$ cat src/rtl/fetch_queue.sv
// fetch_queue: instruction prefetch queue between the core's fetch logic and
// the shared memory port. Buffers up to DEPTH {iword, pc, fault} entries ahead
// of execution, keeps at most one fetch outstanding, drops stale responses on
// redirect and yields the memory port whenever the core wants a data access.
//
// Handshakes:
//   - Dequeue: an entry is popped on a rising edge where deq_valid && deq_ready.
//     deq_valid depends only on registered state; deq_ready may depend on deq_*.
//   - Memory: mem_ce is a one-cycle request pulse carrying mem_addr. The matching
//     response is the next mem_valid pulse. mem_valid with no fetch outstanding
//     belongs to a data access and is ignored.
module fetch_queue #(
    parameter int                DEPTH    = 4,
    parameter int                ADDR_W   = 23,
    parameter int                XLEN     = 32,
    parameter logic [ADDR_W-1:0] RESET_PC = '0
) (
    input  logic              clk,
    input  logic              reset,
    input  logic              prefetch_en,
    input  logic              redirect,
    input  logic [ADDR_W-1:0] redirect_pc,
    input  logic              data_req,
    input  logic              deq_ready,
    output logic              deq_valid,
    output logic [XLEN-1:0]   deq_iword,
    output logic [ADDR_W-1:0] deq_pc,
    output logic              deq_fault,
    output logic              fetch_idle,
    output logic              mem_ce,
    output logic [ADDR_W-1:0] mem_addr,
    input  logic              mem_busy,
    input  logic              mem_valid,
    input  logic [XLEN-1:0]   mem_dataout,
    input  logic              mem_fault
);

    localparam int PTR_W = $clog2(DEPTH);
    localparam int CNT_W = $clog2(DEPTH + 1);

    // Entry storage
    logic [XLEN-1:0]   iword_q [DEPTH];
    logic [ADDR_W-1:0] pc_q    [DEPTH];
    logic              fault_q [DEPTH];

    // Pointers, occupancy and fetch bookkeeping
    logic [PTR_W-1:0]  head;
    logic [PTR_W-1:0]  tail;
    logic [CNT_W-1:0]  count;
    logic [ADDR_W-1:0] fetch_pc;
    logic [ADDR_W-1:0] resp_pc;
    logic              outstanding;
    logic              drop;
    logic              halt;

    logic              credit;
    logic              issue;
    logic              resp_fire;
    logic              wr_en;
    logic              rd_en;
    logic [ADDR_W-1:0] redirect_aligned;

    // Redirect targets are word aligned; the low two address bits carry no meaning.
    logic unused_redirect_lsbs;
    assign unused_redirect_lsbs = ^redirect_pc[1:0];
    assign redirect_aligned     = {redirect_pc[ADDR_W-1:2], 2'b00};

    // Fetch credit: prefetch fills the queue, legacy mode waits for it to drain
    always_comb begin
        credit = 1'b0;
        if (prefetch_en) begin
            credit = (count < CNT_W'(DEPTH));
        end else begin
            credit = (count == '0);
        end
    end

    // Credit is checked before issue, so a response always finds a free slot.
    assign issue     = !reset && !redirect && !outstanding && !mem_busy
                       && !data_req && !halt && credit;
    assign resp_fire = mem_valid && outstanding;
    assign wr_en     = resp_fire && !drop && !redirect;
    assign rd_en     = deq_valid && deq_ready && !redirect;

    assign mem_ce     = issue;
    assign mem_addr   = fetch_pc;
    assign fetch_idle = !outstanding;
    assign deq_valid  = (count != '0);
    assign deq_iword  = iword_q[head];
    assign deq_pc     = pc_q[head];
    assign deq_fault  = fault_q[head];

    // Write accepted responses into the entry at tail
    always_ff @(posedge clk) begin
        if (reset) begin
            for (int i = 0; i < DEPTH; i++) begin
                iword_q[i] <= '0;
                pc_q[i]    <= '0;
                fault_q[i] <= 1'b0;
            end
        end else if (wr_en) begin
            iword_q[tail] <= mem_dataout;
            pc_q[tail]    <= resp_pc;
            fault_q[tail] <= mem_fault;
        end
    end

    // Control state: redirect flushes everything, otherwise issue/respond/pop
    always_ff @(posedge clk) begin
        if (reset) begin
            head        <= '0;
            tail        <= '0;
            count       <= '0;
            fetch_pc    <= RESET_PC;
            resp_pc     <= '0;
            outstanding <= 1'b0;
            drop        <= 1'b0;
            halt        <= 1'b0;
        end else if (redirect) begin
            head     <= '0;
            tail     <= '0;
            count    <= '0;
            halt     <= 1'b0;
            fetch_pc <= redirect_aligned;
            // A fetch still in flight belongs to the old stream: mark it for discard
            // unless its response is arriving right now, in which case it dies here.
            if (resp_fire) begin
                outstanding <= 1'b0;
                drop        <= 1'b0;
            end else begin
                drop <= outstanding;
            end
        end else begin
            if (issue) begin
                outstanding <= 1'b1;
                resp_pc     <= fetch_pc;
                fetch_pc    <= fetch_pc + ADDR_W'(4);
            end
            if (resp_fire) begin
                outstanding <= 1'b0;
                drop        <= 1'b0;
                // A faulting fetch stops the stream until the core redirects.
                if (!drop && mem_fault) begin
                    halt <= 1'b1;
                end
            end
            if (wr_en) begin
                tail <= tail + PTR_W'(1);
            end
            if (rd_en) begin
                head <= head + PTR_W'(1);
            end
            case ({wr_en, rd_en})
                2'b10:   count <= count + CNT_W'(1);
                2'b01:   count <= count - CNT_W'(1);
                default: count <= count;
            endcase
        end
    end

endmodule

$ cat config.mk
export PLATFORM = sky130hd
export DESIGN_NAME = fetch_queue
export DESIGN_NICKNAME = d
export VERILOG_FILES = /design/src/rtl/fetch_queue.sv
export SDC_FILE = /design/constraint.sdc
export NUM_CORES = 1
export LEC_CHECK = 0
export BUFFER_PORTS_ARGS = -buffer_cell sky130_fd_sc_hd__buf_2
export CORE_MARGIN = 2
export CORE_UTILIZATION = 52
export CTS_BUF_LIST = sky130_fd_sc_hd__clkbuf_8
export DETAILED_ROUTE_END_ITERATION = 8
export MAX_ROUTING_LAYER = met4
export PLACE_DENSITY_LB_ADDON = 0.15
export SYNTH_ARGS = -nofsm -noshare
export SYNTH_HDL_FRONTEND = slang
export SYNTH_SLANG_ARGS = --single-unit
$ cat constraint.sdc
create_clock -name clk -period 3.35 [get_ports clk]
set_input_delay 0 -clock clk [delete_from_list [all_inputs] [get_ports clk]]
set_output_delay 0 -clock clk [all_outputs]
set_load 0.02 [all_outputs]
==> metrics.yaml <==
final_layout:
  drive_gt1_frac: 0.259
  diodes: 0
  nFillCells: 1703
  area_growth_pct: 21.3
  final_nets: 1125
critical_path:
  worstPathArrival_ps: 3310
  cp.required_ps: 3830
  path_max_fanout: 34
  cp-end-kind: "flip-flop"
  worstSetupPathType: "flip-flop to flip-flop"
  worstRegToRegCells: 6
  cp-start-kind: "flip-flop"
synthesis:
  yosysSeqAreaShare: 0.641
  synth_edf_count: 216
  synth_top_area_share: 0.549
  async_flop_share: 0
  synth_area_leader_cell: "edfxtp_1"
  synth_cell_types: 50
  synth_flop_cell: "edfxtp_1"
  syn_area_um2: 11800
  ys_ff_latch: 270
  yosys-top-cells-area: "edfxtp_1 55%, mux4_2 10%, dfxtp_1 9.2%"
  syn_inst: 851
  yosys_warnings: 0
  synth_area_per_cell_um2: 13.9
timing:
  finalHoldViolations: 0
  fin_crit_ps: 2830
  skew_ps: 11.5
  fin_crit_sh: 0.844
  relSlewSlack: 0.367
  timing.final.ws_setup_ps: 524
  rsz0062_at_grt: "false"
  drv_slew: 0
  finalSetupViolations: 0
  worst_slew_pin_slew_ps: 944
  fin_setup_tns_ps: 0
  clock.fmax_mhz: 354
detailed_routing:
  drt_pass1_iterations: 5
  drtIter0Drc: 563
  wl_per_cell_um: 19.9
  drcViolationCount: 0
  vias_per_cell: 5.65
  via_count: 7780
  drt_wl_total_mm: 27.3
  drtAntennaViolNets: 0
global_route:
  first_global_vias: 7842
  grt_pass1_wl_mm: 42.9
  grt.total_usage: 0.238
  grt_max_degree: 55
  grt_antenna_before_repair: 0
  grt_overflow: 0
clock_network:
  clock_sinks: 270
  clock_latency_ps: 540
  clockBufferDepth: 3
  cts_made_buffers: 44
  clk_transition_reported_paths_ps: 60
  root_buffer: "clkbuf_8"
  h-tree-depth: 2
  post-cts-setup-buffer-count: 0
  cts_resized: 0
  cts_tree: "done"
power:
  p_comb_frac: 0.061
  intPower_mw: 5.22
  irDropWorstVdd_uv: 236
  p_switching_mw: 1.54
  clkPwrFrac: 0.381
  p_sw_frac: 0.227
  p_leak_nw: 5.75
  p_seq_frac: 0.558
  powerDensity_nw_per_um2: 472
placed_design:
  post-place-ws_ps: 1020
  place_congestion: 0.846
  placement.io_buffers: 139
  dp_hpwl_mm: 15.1
floorplanning:
  dieArea_um2: 23900
  die_h_um: 155
  die_x_um: 155
  io_pins: 146
  core_area_um2: 22400
  rows: 55
  initial_core_util: 0.526
run:
  max_cap_viol_count: 0
status:
  status: "finished, final reports clean"
min_path:
  hold_path.class: "input pin to flip-flop"
  hold_path_depth: 5
==> routing by layer <==
layer / track usage / vias up / wire length [µm]
met5: - / - / 0
met4: 0.0538 / 0 / 320
met1: 0.322 / 3844 / 12000
met2: 0.387 / 274 / 13500
met3: 0.0370 / 27 / 1520
li1: - / 3635 / -
==> cell usage in the layout, fill, tap and decap left out, types with 2 or more instances in the layout <==
cell,instances
a311o_1,3
nand2_2,2
o211ai_1,7
and4_1,4
a21oi_1,27
mux4_2,54
or4_1,11
inv_1,28
buf_2,139
buf_4,13
ha_1,2
nand3_1,8
or3_1,7
nor2_1,14
nand2_1,69
nor4_1,4
edfxtp_1,216
clkbuf_8,49
and2_1,112
and3_1,112
or2_2,4
buf_12,7
xnor2_1,4
dfxtp_1,52
xor2_1,2
o311ai_0,5
mux2i_1,2
clkinv_1,8
o31a_1,2
clkinvlp_4,2
a31oi_1,16
dlygate4sd3_1,68
conb_1,4
nand4_1,9
o21ai_0,2
==> registers in the layout (all words and copies together), names as in the netlist, named ones only <==
| signal | count |
|---|---|
| head | 2 |
| pc_q | 84 |
| mem_addr | 21 |
| drop | 1 |
| fault_q | 4 |
| resp_pc | 21 |
| iword_q | 128 |
| tail | 2 |
| halt | 1 |
| count | 3 |
| outstanding | 1 |
==> area by class of cell <==
| cell class | count | area (µm²) | area share |
|---|---|---|---|
| Inverter | 10 | 37.5 | 0.00262 |
| Timing Repair Buffer | 227 | 1610 | 0.113 |
| Clock inverter | 30 | 121 | 0.00847 |
| Clock buffer | 49 | 674 | 0.0471 |
| Tap cell | 285 | 357 | 0.0249 |
| Sequential cell | 270 | 7570 | 0.529 |
| Multi-Input combinational cell | 505 | 3950 | 0.276 |
==> power by group through the flow <==
stage                     sequential, mW  clock (mW)  combinational, mW
after floorplan                     3.84           0              0.186
after CTS                           3.77        2.64              0.415
after global routing                3.78        2.76              0.447
after detailed placement            3.84           0              0.354
after global placement              3.84           0              0.353
final                               3.77        2.58              0.416
==> path summary, 6_finish.rpt <==
check                      startpoint                        end  slack (ps)
max             count[0]$_SDFFE_PP0P_  mem_addr[15]$_SDFFE_PP0P_         520
min                          data_req   mem_addr[4]$_SDFFE_PP0P_          50
max reg2reg     count[0]$_SDFFE_PP0P_  mem_addr[15]$_SDFFE_PP0P_         520
min reg2reg  resp_pc[11]$_SDFFE_PP0P_   resp_pc[11]$_SDFFE_PP0P_         490
==> critical path, stage by stage (launching register included) <==
cell	delay [ps]
dfxtp_1	420
o21ba_2	230
or3_4	140
clkinv_1	720
o31a_1	550
a21oi_1	150
dlygate4sd3_1	570
==> cells in the mapped netlist, drive strengths merged (4+ instances only) <==
| master | count |
|---|---|
| nand3 | 8 |
| or2 | 4 |
| nand4 | 9 |
| mux4 | 54 |
| clkbuf | 54 |
| dfxtp | 54 |
| and3 | 112 |
| nand2 | 71 |
| nor2 | 15 |
| buf | 15 |
| and2 | 112 |
| o311ai | 5 |
| xnor2 | 4 |
| or3 | 8 |
| inv | 9 |
| or4 | 12 |
| edfxtp | 216 |
| a31oi | 16 |
| nor4 | 4 |
| and4 | 4 |
| o211ai | 7 |
| a21oi | 27 |
==> cell families after synthesis <==
kind of cell               count (synthesis)  synth area share
AOI/OAI and AO/OA                         70            0.0387
xor gates and xnor gates                   6           0.00445
adders and majority gates                  3           0.00381
buffers and inverters                     79            0.0284
DFF                                      270             0.641
muxes                                     56             0.105
other                                      1          0.000318
and+or+nand+nor                          366             0.179
==> metrics by stage <==
stage / cell area, µm² / power [mW] / util / hold WS, ps / cells
after floorplan: 11800 / 4.03 / - / 159 / 854
after global placement: 12800 / 4.19 / 0.573 / 267 / 1229
after detailed placement: 12800 / 4.19 / 0.573 / 271 / 1229
after CTS: 14300 / 6.82 / 0.638 / 1.54 / 1376
after global routing: 14300 / 6.99 / 0.638 / 72.4 / 1376
final: 14300 / 6.76 / 0.638 / 51.3 / 1376
==> timing repair <==
action	in CTS	in global routing
hold buffers	68	0
endpoints found under the setup margin	0	0
endpoints found under the hold margin	159	0
Note: power is estimated with default switching activity, not from simulation.
